$ cat config.mk
export PLATFORM = sky130hd
export DESIGN_NAME = morse_rx_decoder
export DESIGN_NICKNAME = d
export VERILOG_FILES = /design/src/rtl/morse_pkg.sv /design/src/rtl/morse_lookup.sv /design/src/rtl/morse_rx_decoder.sv
export SDC_FILE = /design/constraint.sdc
export NUM_CORES = 1
export LEC_CHECK = 0
export ABC_AREA = 0
export CORE_MARGIN = 4
export CORE_UTILIZATION = 40
export DETAILED_ROUTE_END_ITERATION = 8
export GPL_TIMING_DRIVEN = 1
export PLACE_DENSITY = 0.62
export SLEW_MARGIN = 20
export SYNTH_ARGS = -nofsm -noshare
export SYNTH_HDL_FRONTEND = slang
export SYNTH_SLANG_ARGS = --single-unit
$ cat constraint.sdc
create_clock -name clock -period 2.31 [get_ports clock]
set_input_delay 0.693 -clock clock [delete_from_list [all_inputs] [get_ports clock]]
set_output_delay 0.693 -clock clock [all_outputs]
set_load 0.05 [all_outputs]
$ cat src/rtl/morse_pkg.sv
// -----------------------------------------------------------------------------
// morse_pkg
// Shared constants and types for the Morse receive path (and future transmit
// checks):
//   - letter index constants L_I..L_P (same encoding as the transmitter's
//     switch select)
//   - per-letter element count / element pattern constants, plus packed tables
//     of them indexed by letter number
//   - ELEM_DOT / ELEM_DASH element encodings
//   - rx_state_e, the receiver FSM state enum
// Patterns hold the first element in bit (count-1) and the last in bit 0.
// -----------------------------------------------------------------------------
package morse_pkg;

    typedef enum logic [2:0] {
        IDLE    = 3'd0,
        MARK    = 3'd1,
        SPACE   = 3'd2,
        DONE    = 3'd3,
        RECOVER = 3'd4
    } rx_state_e;

    localparam logic ELEM_DOT  = 1'b0;
    localparam logic ELEM_DASH = 1'b1;

    localparam logic [2:0] L_I = 3'd0;
    localparam logic [2:0] L_J = 3'd1;
    localparam logic [2:0] L_K = 3'd2;
    localparam logic [2:0] L_L = 3'd3;
    localparam logic [2:0] L_M = 3'd4;
    localparam logic [2:0] L_N = 3'd5;
    localparam logic [2:0] L_O = 3'd6;
    localparam logic [2:0] L_P = 3'd7;

    localparam int NUM_LETTERS = 8;
    localparam int PAT_W       = 4;

    localparam logic [2:0] LEN_I = 3'd2;
    localparam logic [2:0] LEN_J = 3'd4;
    localparam logic [2:0] LEN_K = 3'd3;
    localparam logic [2:0] LEN_L = 3'd4;
    localparam logic [2:0] LEN_M = 3'd2;
    localparam logic [2:0] LEN_N = 3'd2;
    localparam logic [2:0] LEN_O = 3'd3;
    localparam logic [2:0] LEN_P = 3'd4;

    localparam logic [PAT_W-1:0] PAT_I = 4'b0000;
    localparam logic [PAT_W-1:0] PAT_J = 4'b0111;
    localparam logic [PAT_W-1:0] PAT_K = 4'b0101;
    localparam logic [PAT_W-1:0] PAT_L = 4'b0100;
    localparam logic [PAT_W-1:0] PAT_M = 4'b0011;
    localparam logic [PAT_W-1:0] PAT_N = 4'b0010;
    localparam logic [PAT_W-1:0] PAT_O = 4'b0111;
    localparam logic [PAT_W-1:0] PAT_P = 4'b0110;

    // Entry for letter n sits at [n*3 +: 3] / [n*PAT_W +: PAT_W].
    localparam logic [NUM_LETTERS*3-1:0] LETTER_LEN_TBL =
        {LEN_P, LEN_O, LEN_N, LEN_M, LEN_L, LEN_K, LEN_J, LEN_I};
    localparam logic [NUM_LETTERS*PAT_W-1:0] LETTER_PAT_TBL =
        {PAT_P, PAT_O, PAT_N, PAT_M, PAT_L, PAT_K, PAT_J, PAT_I};

endpackage

$ cat src/rtl/morse_lookup.sv
// -----------------------------------------------------------------------------
// morse_lookup
// Combinational decode of a received element sequence to one of letters I..P.
// Ports:
//   elem_count_i   [2:0]            number of elements (1..MAX_ELEMS)
//   elem_bits_i    [MAX_ELEMS-1:0]  1=dash, 0=dot, last element in bit 0
//   letter_idx_o   [2:0]            0=I .. 7=P, 0 when not known
//   letter_known_o                  sequence matches one of I..P
// -----------------------------------------------------------------------------
module morse_lookup
    import morse_pkg::*;
#(
    parameter int MAX_ELEMS = 4
) (
    input  logic [2:0]           elem_count_i,
    input  logic [MAX_ELEMS-1:0] elem_bits_i,
    output logic [2:0]           letter_idx_o,
    output logic                 letter_known_o
);

    localparam int CMP_W = (MAX_ELEMS > PAT_W) ? MAX_ELEMS : PAT_W;

    logic [CMP_W-1:0]       bits_ext;
    logic [NUM_LETTERS-1:0] match;

    assign bits_ext = CMP_W'(elem_bits_i);

    // Count and pattern must both match: J and O share a pattern value but
    // differ in length.
    generate
        for (genvar gi = 0; gi < NUM_LETTERS; gi++) begin : g_match
            assign match[gi] = (elem_count_i == LETTER_LEN_TBL[gi*3 +: 3]) &&
                               (bits_ext == CMP_W'(LETTER_PAT_TBL[gi*PAT_W +: PAT_W]));
        end
    endgenerate

    // Matches are mutually exclusive, so a simple scan is enough.
    always_comb begin
        letter_idx_o   = 3'd0;
        letter_known_o = 1'b0;
        for (int i = 0; i < NUM_LETTERS; i++) begin
            if (match[i]) begin
                letter_idx_o   = 3'(i);
                letter_known_o = 1'b1;
            end
        end
    end

endmodule

$ cat src/rtl/morse_rx_decoder.sv
// -----------------------------------------------------------------------------
// morse_rx_decoder
// Receives a Morse on/off stream sampled once per symbol-unit tick, measures
// mark/space run lengths, rebuilds the dot/dash sequence of one letter and
// reports which of letters I..P it is.
// Ports:
//   clock          system clock
//   reset          asynchronous, active-low reset
//   tick           one-cycle sample strobe per symbol unit
//   serial_in      Morse line, 1 = mark, 0 = space
//   letter_valid   one-cycle pulse, letter outputs updated
//   letter_idx     0=I .. 7=P (0 when letter_known=0)
//   letter_known   received sequence is one of I..P
//   elem_bits      1=dash/0=dot, first element in bit elem_count-1
//   elem_count     number of elements in the letter
//   frame_err      one-cycle pulse on a framing violation
// Build option: define MORSE_RX_SYNC_EN to pass serial_in through a 2-flop
// synchronizer before sampling (ticks must then trail a line change by at
// least 2 clocks).
// -----------------------------------------------------------------------------
module morse_rx_decoder
    import morse_pkg::*;
#(
    parameter int MAX_ELEMS  = 4,
    parameter int DASH_UNITS = 3,
    parameter int GAP_UNITS  = 3,
    parameter int CNT_W      = 3
) (
    input  logic                 clock,
    input  logic                 reset,
    input  logic                 tick,
    input  logic                 serial_in,
    output logic                 letter_valid,
    output logic [2:0]           letter_idx,
    output logic                 letter_known,
    output logic [MAX_ELEMS-1:0] elem_bits,
    output logic [2:0]           elem_count,
    output logic                 frame_err
);

    logic line_s;

`ifdef MORSE_RX_SYNC_EN
    logic [1:0] sync_q;

    always_ff @(posedge clock or negedge reset) begin
        if (!reset) begin
            sync_q <= 2'b00;
        end else begin
            sync_q <= {sync_q[0], serial_in};
        end
    end

    assign line_s = sync_q[1];
`else
    assign line_s = serial_in;
`endif

    rx_state_e            state_q, state_d;
    logic [CNT_W-1:0]     run_q, run_d;
    logic [MAX_ELEMS-1:0] shreg_q, shreg_d;
    logic [2:0]           count_q, count_d;
    logic                 valid_d, err_d;

    logic                 letter_valid_q, frame_err_q, letter_known_q;
    logic [2:0]           letter_idx_q, elem_count_q;
    logic [MAX_ELEMS-1:0] elem_bits_q;

    logic [2:0]           look_idx;
    logic                 look_known;

    logic [CNT_W-1:0]     run_inc;
    logic                 is_dot, is_dash;

    assign run_inc = run_q + CNT_W'(1);
    assign is_dot  = (run_q == CNT_W'(1));
    assign is_dash = (run_q == CNT_W'(DASH_UNITS));

    morse_lookup #(
        .MAX_ELEMS (MAX_ELEMS)
    ) u_lookup (
        .elem_count_i   (count_q),
        .elem_bits_i    (shreg_q),
        .letter_idx_o   (look_idx),
        .letter_known_o (look_known)
    );

    always_ff @(posedge clock or negedge reset) begin
        if (!reset) begin
            state_q <= IDLE;
            run_q   <= '0;
            shreg_q <= '0;
            count_q <= '0;
        end else begin
            state_q <= state_d;
            run_q   <= run_d;
            shreg_q <= shreg_d;
            count_q <= count_d;
        end
    end

    // Next-state logic. Only tick cycles change the letter state; DONE is the
    // single exception, a one-clock state that publishes the letter.
    always_comb begin
        state_d = state_q;
        run_d   = run_q;
        shreg_d = shreg_q;
        count_d = count_q;
        valid_d = 1'b0;
        err_d   = 1'b0;

        case (state_q)
            IDLE: begin
                // Spaces here (including transmitter padding) are ignored.
                if (tick && line_s) begin
                    state_d = MARK;
                    run_d   = CNT_W'(1);
                end
            end

            MARK: begin
                if (tick) begin
                    if (line_s) begin
                        if (run_q >= CNT_W'(DASH_UNITS)) begin
                            err_d   = 1'b1;
                            state_d = RECOVER;
                            run_d   = '0;
                            shreg_d = '0;
                            count_d = '0;
                        end else begin
                            run_d = run_inc;
                        end
                    end else if (!(is_dot || is_dash) ||
                                 (count_q == 3'(MAX_ELEMS))) begin
                        // Bad mark length or too many elements. The space
                        // that exposed it counts toward the recovery gap.
                        err_d   = 1'b1;
                        state_d = RECOVER;
                        run_d   = CNT_W'(1);
                        shreg_d = '0;
                        count_d = '0;
                    end else begin
                        shreg_d = (shreg_q << 1) |
                                  MAX_ELEMS'(is_dash ? ELEM_DASH : ELEM_DOT);
                        count_d = count_q + 3'd1;
                        state_d = SPACE;
                        run_d   = CNT_W'(1);
                    end
                end
            end

            SPACE: begin
                if (tick) begin
                    if (!line_s) begin
                        if (run_inc >= CNT_W'(GAP_UNITS)) begin
                            state_d = DONE;
                            run_d   = '0;
                        end else begin
                            run_d = run_inc;
                        end
                    end else if (run_q == CNT_W'(1)) begin
                        state_d = MARK;
                        run_d   = CNT_W'(1);
                    end else begin
                        // Gap longer than an intra-letter space but shorter
                        // than a letter gap.
                        err_d   = 1'b1;
                        state_d = RECOVER;
                        run_d   = '0;
                        shreg_d = '0;
                        count_d = '0;
                    end
                end
            end

            DONE: begin
                valid_d = 1'b1;
                state_d = IDLE;
                run_d   = '0;
                shreg_d = '0;
                count_d = '0;
            end

            RECOVER: begin
                if (tick) begin
                    if (line_s) begin
                        run_d = '0;
                    end else if (run_inc >= CNT_W'(GAP_UNITS)) begin
                        state_d = IDLE;
                        run_d   = '0;
                    end else begin
                        run_d = run_inc;
                    end
                end
            end

            default: begin
                state_d = IDLE;
                run_d   = '0;
                shreg_d = '0;
                count_d = '0;
            end
        endcase
    end

    // Output registers: pulses for one clock, letter fields hold until the
    // next letter.
    always_ff @(posedge clock or negedge reset) begin
        if (!reset) begin
            letter_valid_q <= 1'b0;
            frame_err_q    <= 1'b0;
            letter_idx_q   <= 3'd0;
            letter_known_q <= 1'b0;
            elem_bits_q    <= '0;
            elem_count_q   <= 3'd0;
        end else begin
            letter_valid_q <= valid_d;
            frame_err_q    <= err_d;
            if (valid_d) begin
                letter_idx_q   <= look_idx;
                letter_known_q <= look_known;
                elem_bits_q    <= shreg_q;
                elem_count_q   <= count_q;
            end
        end
    end

    assign letter_valid = letter_valid_q;
    assign frame_err    = frame_err_q;
    assign letter_idx   = letter_idx_q;
    assign letter_known = letter_known_q;
    assign elem_bits    = elem_bits_q;
    assign elem_count   = elem_count_q;

endmodule

# Yosys cells after proc, flatten, opt, wreduce, memory -nomap -nowiden
# Index checks and enable logic that the tools add are counted.
# word_totals
regBits	26
in_bits	4
output_inout_bits	13
wordCells	123
# classes
n_addsub	2
n_lt_le_gt_ge	2
eq_ne	25
muxes	64
n_bitwise	2
n_reduce_logical	18
# op_table
operator	n
$mux 3	31
$mux 4	7
$pmux 3 s4	2
$mux 1	19
$eq 4x3->1 const B	4
$ne 2x2->1 const B	8
$eq 3x2->1 const B	5
$pmux 4 s3	1
$logic_and 1x1->1	9
$pmux 3 s3	1
$eq 4x2->1 const B	2
$reduce_and 8->1	1
$add 3x1->3 const B	2
$eq 3x1->1 const B	2
$eq 3x3->1 const B	2
$ge 3x2->1 const B	2
$ne 3x3->1 const B	2
$reduce_and 6->1	1
$logic_not 4->1	1
$mux 2	2
$or 4x1->4	1
$reduce_and 4->1	1
$logic_not 3->1	1
$logic_or 1x1->1	2
4 further kinds	4

# Depth between registers and ports, before layout
# depth
word_depth	10
depth_mapped	6
depth_no_buf	6

# By module
# Synthesis repeated with hierarchy kept, for this count alone.
# unflattened
cells_unflattened	145
area_unflattened_um2	1460.2
# modules_own_cells
module	instances	cells_per_inst	area_per_inst_um2	seq_area_each_um2
morse_rx_decoder	1	130	1352.5	650.6
morse_lookup	1	15	107.6	0.0

# Least setup slack after synthesis
# OpenSTA, ideal clock, no wires.
# synth_path
path_kind	register to register
from	register run_q[0]
to	register count_q[0]
setup_time_ns	0.125
t_arrival_ns	1.882
setup_slack_ns	0.303
stages_incl_launch_ff	7
synth_period_minus_slack_ns	2.007
path_cell_list	dfrtp_1 ha_1 ha_1 nor2_1 nand3_1 a31oi_4 mux2_4
# synth_between
elab_chain_len	8
# synth_lines
element	line_no	rtl
from (decl)	morse_rx_decoder.sv:60	logic [CNT_W-1:0] run_q, run_d;
from (signal assigned)	morse_rx_decoder.sv:96	run_q <= run_d;
$eq 3x1->1 or $eq 3x2->1 (tied branches)	morse_rx_decoder.sv:76, morse_rx_decoder.sv:161, morse_rx_decoder.sv:77	
$logic_or 1x1->1	morse_rx_decoder.sv:133	end else if (!(is_dot || is_dash) ||
$logic_not 1->1	morse_rx_decoder.sv:133	
$logic_or 1x1->1	morse_rx_decoder.sv:133	
$mux 3	morse_rx_decoder.sv:133	
$mux 3	morse_rx_decoder.sv:123	if (line_s) begin
$mux 3	morse_rx_decoder.sv:122	if (tick) begin
$pmux 3 s3	morse_rx_decoder.sv:112	case (state_q)
to (signal assigned)	morse_rx_decoder.sv:98	count_q <= count_d;
to (decl)	morse_rx_decoder.sv:62	logic [2:0] count_q, count_d;
# Several ways; a longest one is shown, not always the timed one. The select of a mux whose other input is x is not followed.
# A chain may end at the register's enable or synchronous reset.

# Worst setup path after layout
# layout_path
from	register run_q[0]
to	register shreg_q[2]
# layout_between
elab_chain_len	8
# layout_lines
element	line_no	rtl
$eq 3x1->1 or $eq 3x2->1 (tied branches)	morse_rx_decoder.sv:76, morse_rx_decoder.sv:161, morse_rx_decoder.sv:77	
$logic_or 1x1->1	morse_rx_decoder.sv:133	
$logic_not 1->1	morse_rx_decoder.sv:133	
$logic_or 1x1->1	morse_rx_decoder.sv:133	
$mux 4	morse_rx_decoder.sv:133	
$mux 4	morse_rx_decoder.sv:123	
$mux 4	morse_rx_decoder.sv:122	
$pmux 4 s3	morse_rx_decoder.sv:112	
to (signal assigned)	morse_rx_decoder.sv:97	shreg_q <= shreg_d;
to (decl)	morse_rx_decoder.sv:61	logic [MAX_ELEMS-1:0] shreg_q, shreg_d;
# Several ways; a longest one is shown, not always the timed one. The select of a mux whose other input is x is not followed.

==> metrics <==
Crit path top cell by count ha_1; Startpoint Class flip-flop; hold-fix buffer count after cts 0; post-layout minimum cycle time 2.147 ns; Setup crit end kind flip-flop; Hold Violations, Final 0; Setup CP Type flip-flop to flip-flop; Skew-Pair Late Insertion Delay 0.27 ns; Seq/Total Area, Yosys 0.4333; pins over their slew limit 0; Syn Nets 173; Clock Pin Slew Worst Setup and Hold Paths 0.09 ns; unrepaired setup endpoints after global routing no; hold path depth 2; HP Start letter_idx[2]; worst-margin pin slew 0.5442 ns; Worst Clk Skew 0.003207 ns; ANT nets after route 0; P&R area growth vs syn 22.17%; post-synthesis sequential element count 26; Initial Util 0.4329; Peak VDD IR 593.7 uV; Worst slew margin 0.6364; GR Overflow Total 0; Remaining DRCs 0; die width 69.27 um; Area contributors post-synth dfrtp_1, nand2_1, ha_1, o21ai_0, inv_1; # rows 21; Core ar. 0.003468 mm2; Buf/Inv on CP 1; CTS Buf Count 3; fin cells 230; worst reg-to-reg path cell count 7; Crit path max-delay family adder cells; crit share post-route 0.9295; first-pass GRT wire length 5754 um; drt wl/cell around 14 um; final wirelength 3216 um; Sinks on Clock Net 26; reg2reg start run_q[0]; initial antenna violation count 0; CTS tree built; CTS H-tree depth 1; Placed Instances 226; Tot GR Track Use 0.1426; PD cells between 900 and 1000 mW/mm2; most area-hungry cell type in the Yosys netlist dfrtp_1; via count 1266; initial drt markers 71; clock tree buffer depth 2; post-synthesis cell type count 41; DR vias/cell 5.504; Die ar. between 0.004 and 0.005 mm2; final setup vio count 0; number of nets in the layout about 200; PortBufs 16; ANT cells 0; worst-path fanout max 7; Resized Gates After CTS 0; Crit-path slowest cell dfrtp_1; outcome complete, no violations; post-CTS setup buffer count 0; crit path cell chain ha_1 > ha_1 > nor2_1 > nand3_1 > a31oi_4 > buf_4 > mux2i_1; first drt pass iteration count 5; CP max stage delay roughly 0.47 ns; layout cells sized above 1 0.1250; Mapped Area 0.001501 mm2; Post-Synthesis Cells 161; critical path depth 7; Final Power approximately 1800 uW; Ports 17; Data required, critical path 2.51 ns; Worst Setup SP run_q[0]; Ys Warns 0; Post-DP HPWL about 2400 um; f_max around 470 MHz; GP Congestion ~0.85; Worst EP arrival 2.34 ns; largest net degree at the start of global routing 27; share of the synthesized area in the top cell type 0.4333; Leak 0.0008372 uW; Synth Area per Inst 9.326 um2; total of max-cap violations 0; Hold Crit Class flip-flop to flip-flop; vias in the first global route between 1000 and 1500; Root Driver clkbuf_8; overall die height 69.27 um
-- flip-flops by register name, summed over array words and instances (netlist names) --
| signal | cells |
|---|---|
| elem_bits | 4 |
| shreg_q | 4 |
| count_q | 3 |
| elem_count | 3 |
| letter_idx | 3 |
| run_q | 3 |
| state_q | 3 |
| frame_err | 1 |
| letter_known | 1 |
| letter_valid | 1 |
-- layout by cell type, fill, tap and decap left out, drive strengths merged, types with 2 or more instances in the layout --
cell type,n
buf,10
nor3b,3
clkdlybuf4s50,16
nand4,2
nor2,8
or4b,3
dfrtp,26
o221ai,2
a31oi,2
nor3,2
a211oi,2
mux2,3
o31ai,2
a21oi,3
ha,8
nor2b,5
o21ai,16
nand2,28
nand3,4
mux2i,4
inv,12
nand2b,3
clkbuf,3
-- stage by stage --
step	area (um2)	hold slack [ns]	TNS, ns	worst slack [ns]	utilization
4_1_cts	1834	0.4927	0	0.1549	0.5289
6_report	1834	0.4802	0	0.1630	0.5289
3_5_place_dp	1763	0.4700	-0.05115	-0.05115	0.5083
5_1_grt	1834	0.5166	0	0.03895	0.5289
2_1_floorplan	1501	0.3974	0	0.3027	-
3_3_place_gp	1763	0.4590	0	0.01635	0.5083
-- final cells by class --
class	count	area, um2
clock buffers	3	41.29
clock inverters	1	30.03
fillers	328	1634
inverters	12	45.04
multi-input cells	116	774.5
flip-flops and latches	26	650.6
well taps	46	57.56
repair buffers	26	235.2
-- final timing paths --
check / slack [ns] / endpoint
setup / recovery: 0.16 / shreg_q[2]
hold / removal: 0.48 / letter_idx[2]
setup reg to reg: 0.16 / shreg_q[2]
hold reg to reg: 0.48 / letter_idx[2]
max in group asynchronous: 1.29 / run_q[2]
min in group asynchronous: 0.78 / elem_bits[3]
-- cells by family (layout without fill, tap and decap cells) --
family	after synthesis	after routing	share of synthesized area
AOI/OAI and AO/OA	38	38	0.1758
adders and majority gates	9	9	0.07417
buffers and inverters	19	42	0.05083
DFF	26	26	0.4333
muxes	7	7	0.05667
and+or+nand+nor	62	62	0.2092
-- synth_stat cells, drive strengths merged --
| cell | instances |
|---|---|
| a31oi | 2 |
| inv | 12 |
| nor2b | 5 |
| a211oi | 2 |
| a21o | 1 |
| a211o | 1 |
| or2 | 1 |
| nor2 | 8 |
| nor3b | 3 |
| o2111ai | 1 |
| o21ai | 16 |
| a32o | 1 |
| nand3 | 4 |
| nand2b | 3 |
| a21oi | 3 |
| maj3 | 1 |
| o22ai | 1 |
| o211ai | 1 |
| a21boi | 1 |
| clkbuf | 3 |
| o31ai | 2 |
| mux2i | 4 |
| mux2 | 3 |
| nand2 | 28 |
| o211a | 1 |
| dfrtp | 26 |
| o41ai | 1 |
| nand4b | 1 |
| nor4 | 1 |
| nand3b | 1 |
| nand4 | 2 |
| or4b | 3 |
| a2bb2oi | 1 |
| buf | 4 |
| nor3 | 2 |
| ha | 8 |
| a41o | 1 |
| o221ai | 2 |
-- where the power goes --
group	total (uW)	switching [uW]	internal (uW)
logic	797	467	329
registers	641	110	531
clock network	377	145	232
-- per-layer routing --
metal	track usage	vias to the layer above	part of all wire
li1	-	613	-
met1	0.1982	605	0.50
met2	0.2320	40	0.45
met3	0.01884	8	0.036
met4	0.03905	0	0.015
met5	0	-	0
-- tightest hold or removal path, stage by stage, from the launching register on --
cell	delay, ns
dfrtp_1	0.35
nand2_1	0.04
o21ai_0	0.05
No activity file was read; power rests on OpenSTA's default activity.
